==> src/rtl/mips_mem_pkg.sv <==
// Shared definitions for the CPU data-memory bridge.
//   state_t             : bridge FSM encoding (IDLE / BUSY / DONE)
//   TIMEOUT_CYCLES_DEF  : default number of BUSY cycles waited for bus_ack
//   ERR_DATA_DEF        : default read data returned on an aborted load
//   word_align()        : clears the byte offset of a CPU address
package mips_mem_pkg;

  localparam int unsigned DATA_W = 32;
  localparam int unsigned BE_W   = 4;

  localparam int unsigned       TIMEOUT_CYCLES_DEF = 255;
  localparam logic [DATA_W-1:0] ERR_DATA_DEF       = 32'hDEAD_BEEF;

  typedef enum logic [1:0] {
    ST_IDLE = 2'd0,
    ST_BUSY = 2'd1,
    ST_DONE = 2'd2
  } state_t;

  // Bus addresses are word-granular; byte lanes are selected by bus_we.
  function automatic logic [DATA_W-1:0] word_align(input logic [DATA_W-1:0] addr);
    return {addr[DATA_W-1:2], 2'b00};
  endfunction

endpackage

==> src/rtl/bus_timeout_counter.sv <==
// Counts BUSY cycles spent waiting for a bus acknowledge.
//   clk, rst   : clock, asynchronous active-low reset
//   clear      : synchronous clear (has priority over enable)
//   enable     : advance the count this cycle
//   expired_c  : combinational, high while enabled on the last permitted cycle
module bus_timeout_counter #(
  parameter int unsigned LIMIT = 255
) (
  input  logic clk,
  input  logic rst,
  input  logic clear,
  input  logic enable,
  output logic expired_c
);

  localparam int unsigned CW = $clog2(LIMIT + 1);

  logic [CW-1:0] count;

  // Cycle counter; clear wins so a finishing transfer restarts from zero.
  always_ff @(posedge clk or negedge rst) begin
    if (!rst) begin
      count <= '0;
    end else if (clear) begin
      count <= '0;
    end else if (enable) begin
      count <= count + CW'(1);
    end
  end

  // Flags the cycle whose count equals LIMIT-1, i.e. the LIMIT-th waiting cycle.
  assign expired_c = enable && (count == CW'(LIMIT - 1));

endmodule

==> src/rtl/data_mem_bridge.sv <==
// Bridges the CPU X-stage data-memory port onto a request/ack memory bus.
//   clk, rst            : clock, asynchronous active-low reset
//   en                  : global run enable
//   cpu_en              : combinational CPU enable; low stalls the pipeline
//   cpu_mem_write_en    : per-byte store enables (0 with read_en = load)
//   cpu_mem_read_en     : load request
//   cpu_mem_addr        : byte address
//   cpu_mem_write_data  : store data
//   cpu_mem_read_data   : registered load data, held until the next load completes
//   bus_req/we/addr/wdata : registered bus request, held through BUSY
//   bus_ack, bus_rdata  : one-cycle completion strobe and read data
//   bus_err             : sticky abort flag
module data_mem_bridge
  import mips_mem_pkg::*;
#(
  parameter int unsigned       TIMEOUT_CYCLES = TIMEOUT_CYCLES_DEF,
  parameter logic [DATA_W-1:0] ERR_DATA       = ERR_DATA_DEF
) (
  input  logic              clk,
  input  logic              rst,
  input  logic              en,
  output logic              cpu_en,
  input  logic [BE_W-1:0]   cpu_mem_write_en,
  input  logic              cpu_mem_read_en,
  input  logic [DATA_W-1:0] cpu_mem_addr,
  input  logic [DATA_W-1:0] cpu_mem_write_data,
  output logic [DATA_W-1:0] cpu_mem_read_data,
  output logic              bus_req,
  output logic [BE_W-1:0]   bus_we,
  output logic [DATA_W-1:0] bus_addr,
  output logic [DATA_W-1:0] bus_wdata,
  input  logic              bus_ack,
  input  logic [DATA_W-1:0] bus_rdata,
  output logic              bus_err
);

  state_t state;
  logic   access;
  logic   tmo_clear;
  logic   tmo_expired;

  assign access    = en && ((|cpu_mem_write_en) || cpu_mem_read_en);
  assign tmo_clear = (state != ST_BUSY) || bus_ack;

  bus_timeout_counter #(
    .LIMIT (TIMEOUT_CYCLES)
  ) u_timeout (
    .clk       (clk),
    .rst       (rst),
    .clear     (tmo_clear),
    .enable    (state == ST_BUSY),
    .expired_c (tmo_expired)
  );

  // CPU stall: the request cycle itself already stalls so the CPU holds its
  // X-stage operands until the transfer completes.
  always_comb begin
    cpu_en = 1'b0;
    case (state)
      ST_IDLE: cpu_en = en && !access;
      ST_BUSY: cpu_en = 1'b0;
      ST_DONE: cpu_en = en;
      default: cpu_en = 1'b0;
    endcase
  end

  // Bridge FSM with registered bus outputs and read-data register.
  always_ff @(posedge clk or negedge rst) begin
    if (!rst) begin
      state             <= ST_IDLE;
      bus_req           <= 1'b0;
      bus_we            <= '0;
      bus_addr          <= '0;
      bus_wdata         <= '0;
      cpu_mem_read_data <= '0;
      bus_err           <= 1'b0;
    end else begin
      case (state)
        ST_IDLE: begin
          if (access) begin
            bus_we    <= cpu_mem_write_en;
            bus_addr  <= word_align(cpu_mem_addr);
            bus_wdata <= cpu_mem_write_data;
            bus_req   <= 1'b1;
            state     <= ST_BUSY;
          end
        end
        ST_BUSY: begin
          // Ack is tested first so an ack on the expiry cycle still completes cleanly.
          if (bus_ack) begin
            if (bus_we == '0) begin
              cpu_mem_read_data <= bus_rdata;
            end
            bus_req <= 1'b0;
            state   <= ST_DONE;
          end else if (tmo_expired) begin
            // Stores keep the previous load result; only an aborted load returns ERR_DATA.
            if (bus_we == '0) begin
              cpu_mem_read_data <= ERR_DATA;
            end
            bus_err <= 1'b1;
            bus_req <= 1'b0;
            state   <= ST_DONE;
          end
        end
        ST_DONE: begin
          // The CPU is still presenting the finished request here; never reissue it.
          state <= ST_IDLE;
        end
        default: begin
          bus_req <= 1'b0;
          state   <= ST_IDLE;
        end
      endcase
    end
  end

endmodule

==> config.mk <==
export PLATFORM = sky130hd
export DESIGN_NAME = data_mem_bridge
export DESIGN_NICKNAME = d
export VERILOG_FILES = /design/src/rtl/mips_mem_pkg.sv /design/src/rtl/bus_timeout_counter.sv /design/src/rtl/data_mem_bridge.sv
export SDC_FILE = /design/constraint.sdc
export NUM_CORES = 1
export LEC_CHECK = 0
export BUFFER_PORTS_ARGS = -buffer_cell sky130_fd_sc_hd__clkbuf_2
export CAP_MARGIN = 20
export CORE_MARGIN = 2
export CORE_UTILIZATION = 36
export DETAILED_ROUTE_END_ITERATION = 6
export GPL_TIMING_DRIVEN = 0
export PLACE_DENSITY_LB_ADDON = 0.1
export SYNTH_ARGS = -nofsm -noshare
export SYNTH_HDL_FRONTEND = slang
export SYNTH_SLANG_ARGS = --single-unit
export TNS_END_PERCENT = 30
==> constraint.sdc <==
create_clock -name clk -period 2.58 [get_ports clk]
set_clock_uncertainty 0.1 [all_clocks]
set_input_delay 0.387 -clock clk [delete_from_list [all_inputs] [get_ports clk]]
set_output_delay 0.387 -clock clk [all_outputs]
set_load 0.05 [all_outputs]
======== Yosys cells after proc, flatten, opt, wreduce, memory -nomap -nowiden ========
Index checks and enable logic that the tools add are counted.
operators by class
  add/sub/neg operators ................... 1
  equality and inequality tests ........... 6
  muxes and demuxes ....................... 15
  bitwise gates (word level) .............. 2
  reductions and logical operators ........ 16
operator list
  kind                                           count
  2-to-1 mux 32 bit                              4
  2-to-1 mux 8 bit                               2
  AND reduction 3 bit                            3
  adder 8 x 1 -> 8 bit, second input constant    1
  == test 8 bit, second input constant           1
  2-to-1 mux 2 bit                               3
  zero test 4 bit                                1
  case mux 2 bit (2 select lines)                1
  AND reduction 2 bit                            2
  nonzero test 2 bit                             2
  OR reduction 4 bit                             1
  logical AND 1 bit                              3
  2-to-1 mux 1 bit                               3
  != test 3 bit, second input constant           1
  case mux 1 bit (3 select lines)                1
  == test 2 x 1 -> 1 bit, second input constant  1
  == test 2 bit, second input constant           1
  zero test 2 bit                                1
  logical OR 1 bit                               2
  != test 2 x 1 -> 1 bit, second input constant  1
  != test 2 bit, second input constant           1
  NOT 1 bit                                      2
  case mux 1 bit (2 select lines)                1
  zero test 1 bit                                1
word-level totals
  register bits after elaboration ......... 110
  output and inout bits ................... 103

======== Logic depth before layout (Yosys ltp) ========
  word-level depth ........................ 6
  gate-level depth with buffers ........... 7

======== By module ========
A second synthesis with hierarchy kept.
unflattened totals
  cells, all modules ...................... 311
  area, all modules ....................... 4626.9 sq um
by module, submodules not included
  module               instances  cells an instance  area each (sq um)  seq. area each (sq um)
  data_mem_bridge      1          270                4215.3             2552.4
  bus_timeout_counter  1          41                 411.6              200.2

======== Worst setup path after synthesis ========
Ideal clock, no wire load.
  kind .................................... register to register
  start ................................... register bus_we[1]
  end ..................................... register cpu_mem_read_data[0]
  library setup time ...................... 0.123 ns
  data arrival time ....................... 1.643 ns
  required time ........................... 2.357 ns
  path slack .............................. 0.714 ns
  stages on the path, launching flop included .. 5
  buffers on the path ..................... 1
  period minus slack after synthesis ...... 1.866 ns
  cell sequence ........................... dfrtp_1 nor4_4 nand3_2 buf_2 o221a_2
between the ends
  cells in the longest elaborated chain, start to end .. 2
ends and longest elaborated chain
  what                                  RTL line                                      source
  start: declaration                    data_mem_bridge.sv:29                         output logic [BE_W-1:0] bus_we,
  start signal: assignment              data_mem_bridge.sv:81                         bus_we <= cpu_mem_write_en;
  zero test 4 bit                       data_mem_bridge.sv:91, data_mem_bridge.sv:98
  AND reduction 3 bit (no source line)  n/a
  end signal: assignment                data_mem_bridge.sv:92                         cpu_mem_read_data <= bus_rdata;
  end: declaration                      data_mem_bridge.sv:27                         output logic [DATA_W-1:0] cpu_mem_read_data,
No other way between the ends.
A chain may end at the register's enable or synchronous reset.

======== Final worst setup path ========
  start ................................... register u_timeout.count[0]
  end ..................................... register cpu_mem_read_data[4]
between the ends
  cells in the longest elaborated chain, start to end .. 4
ends and longest elaborated chain
  what                                  RTL line                   source
  start: declaration                    bus_timeout_counter.sv:18  logic [CW-1:0] count;
  start signal: assignment              bus_timeout_counter.sv:27  count <= count + CW'(1);
  == test 8 bit                         bus_timeout_counter.sv:32  assign expired_c = enable && (count == CW'(LIMIT - 1));
  logical AND 1 bit                     bus_timeout_counter.sv:32
  nonzero test 2 bit (no source line)   n/a
  AND reduction 3 bit (no source line)  n/a
No other way between the ends.

==> flow_summary.ini <==
[clocking]
htreeDepth = 3
cts_root_buf = clkbuf_16
holdBufCountCts = 0
clkLatencyLatePin_ns = 0.35
cts_setup_buffers = 0
cts_tree = built
clk_pin_slew_ns = 0.07
postCtsResizedCells = 0
clockBufferDepth = 2
cts_buffers = 9
cts_sinks = 110

[placement]
pre_cts_ws_ns = 0.588
globalplace.congestion = 0.775
place_hpwl_mm = 8.15
port_buffers = 202
dpl_cell_area_sq_um = 5940
place_inst = 692

[drt]
vias = 3441
drc = 0
avgRoutedWirePerCell_um = 16.0
drtIter0Drc = 183
drtPass1Iterations = 5
vias_per_cell = 4.88
wl_mm = 11.3
drtAntennaViolNets = 0

[critical_path]
startpoint_type = register
crit_slowest_cell = a21oi_1
path_cells = inv_1, ha_1, and3_1, buf_2, a21oi_1, a221o_1
max_stage_delay_ns = 0.61
cp_data_required_time_ns = 2.76
path_max_fanout = 9
cp-end-kind = register
crit_arrival_ns = 2.23
crit_type = reg -> reg

[power_and_ir_drop]
p_leak_uw = 0.00317
total_power_uw = 7320
p_per_area_nw_per_um2 = 1180
swShare = 0.456
p_switching_uw = 3340
vdd_drop_max_v = 0.000743
combPwrFrac = 0.467
clkPwrFrac = 0.184
p_int_uw = 3990
seq_power_share = 0.348

[yosys]
yosysSeqAreaShare = 0.585
synth-seq-cells = 110
synth.distinct_cells = 40
synthCells = 317
syn-cell-area_sq_um = 4700
synth.area.top_cells = dfrtp_1, mux2_2, mux2_4, o221a_2, a211o_1
syn_area_per_cell_sq_um = 14.8
async_flop_share = 1.00
yosysWarnings = 0
synth_edf_count = 0
synth_area_leader_cell = dfrtp_1
synth_top_area_frac = 0.585
synthFlopType = dfrtp_1

[global_routing]
grt_pass1_vias = 3464
grt.total_usage = 0.165
antenna_found_initial = 0
grt_overflow = 0
grt_pass1_wl_mm = 18.3
grt_max_degree = 111

[layout]
final_cells = 705
layout-drive-gt1-share = 0.612
final_common_cell = clkbuf_2
multiInputGateArea_sq_um = 1790
diodes = 0
fin_area_sq_um = 6220
final_cell_mix = clkbuf_2, dfrtp_1, mux2_2
seq_area_sq_um = 2750
area_delta_synth_final_pct = 32.2
fill_cells = 1180
fin_nets = 638

[die]
die-area_sq_um = 14000
dieWidth_um = 118
initial_core_util = 0.371
coreArea_sq_um = 12700
rows = 41
io_pins = 208
die_h_um = 118

[sta]
timing.slew.headroom = 0.405
setup_violations = 0
hold_ws_ns = 0.0477
rsz0062_at_grt = false
setup_slack_ns = 0.530
worst_pin_slew_ns = 0.892
slew_viol_final = 0
fmax_ghz = 0.488
min_period_ns = 2.05
final.period_utilization = 0.794
final_hold_viol_count = 0

[run]
timing.max_cap.violations = 0

[worst_hold_path]
hold_path_class = in -> async

[status]
status = complete, no violations
==> path summary, 6_finish.rpt <==
check / startpoint / endpoint / slack, ns / depth (start not counted)
max: u_timeout.count[0]$_DFFE_PN0P_ / cpu_mem_read_data[4]$_DFFE_PN0P_ / 0.53 / 6
min: rst / cpu_mem_read_data[15]$_DFFE_PN0P_ / 0.05 / 1
max reg2reg: u_timeout.count[0]$_DFFE_PN0P_ / cpu_mem_read_data[4]$_DFFE_PN0P_ / 0.53 / 6
min reg2reg: bus_err$_DFFE_PN0P_ / bus_err$_DFFE_PN0P_ / 0.37 / 1
max in group asynchronous: rst / bus_wdata[25]$_DFFE_PN0P_ / 1.70 / 1
min in group clk: cpu_mem_addr[12] / bus_addr[12]$_DFFE_PN0P_ / 0.17 / 2
==> cells by family (layout without fill, tap and decap cells) <==
| group | Yosys count | after routing | synth area share |
|---|---|---|---|
| other | 1 | 2 | 0.000797 |
| buffers and inverters | 27 | 242 | 0.0356 |
| muxes | 66 | 66 | 0.172 |
| adders and majority gates | 2 | 2 | 0.00532 |
| DFF | 110 | 110 | 0.585 |
| AOI/OAI and AO/OA | 76 | 76 | 0.147 |
| xor gates and xnor gates | 3 | 3 | 0.00559 |
| and+or+nand+nor | 32 | 32 | 0.0482 |
==> flip-flops by register name, summed over array words and instances (netlist names) <==
signal and flops:
state 2, bus_err 1, bus_req 1, bus_wdata 32
bus_we 4, u_timeout.count 8, bus_addr 30, cpu_mem_read_data 32
==> cell type report <==
| type | instances | share of cell area |
|---|---|---|
| Inverter | 4 | 0.00241 |
| Buffer | 23 | 0.0245 |
| Multi-Input combinational cell | 181 | 0.287 |
| Timing Repair Buffer | 202 | 0.164 |
| Clock inverter | 2 | 0.00563 |
| Sequential cell | 110 | 0.443 |
| Tap cell | 172 | 0.0346 |
| Clock buffer | 11 | 0.0390 |
==> power by group through the flow <==
stage               Clock (uW)  Sequential, uW  Combinational [uW]
finish                    1350            2550                3420
global placement             0            2560                3430
CTS                       1410            2550                3460
floorplan                    0            4340                 846
global route              1480            2630                3580
detailed placement           0            2570                3460
==> cell usage after synthesis, types with 2 or more instances <==
library cell	count
clkbuf_1	6
nor2_1	8
a211o_1	25
ha_1	2
dfrtp_1	110
a21oi_1	5
buf_2	8
buf_4	3
mux2_2	48
nand3_1	4
inv_1	4
buf_6	3
buf_8	2
xor2_1	2
a221o_1	8
o21ai_0	4
o221a_2	24
a21boi_0	8
or3_1	3
mux2_4	18
nand2_1	3
==> worst max-delay path: cells and delay by family, from the launching register on <==
| family | cells | cell delay (ns) |
|---|---|---|
| fa+ha+maj | 1 | 0.19 |
| flops | 1 | 0.44 |
| compound gates | 2 | 0.87 |
| buf+inv | 2 | 0.24 |
| simple gates | 1 | 0.14 |
==> through the flow <==
| step | util | TNS [ns] |
|---|---|---|
| final | 0.491 | 0 |
| after CTS | 0.491 | 0 |
| after global routing | 0.491 | 0 |
| after floorplan | - | 0 |
| after global placement | 0.468 | -65.37 |
| after detailed placement | 0.469 | 0 |
==> metal layers <==
metal,vias to the layer above,track usage,wire length (um),part of all wire
met5,-,0,0,0
met4,0,0.0535,197,0.017
met3,14,0.0598,721,0.064
met2,112,0.259,5430,0.48
met1,1701,0.211,4930,0.44
li1,1614,-,-,-
Power figures use the tool's default switching activity.
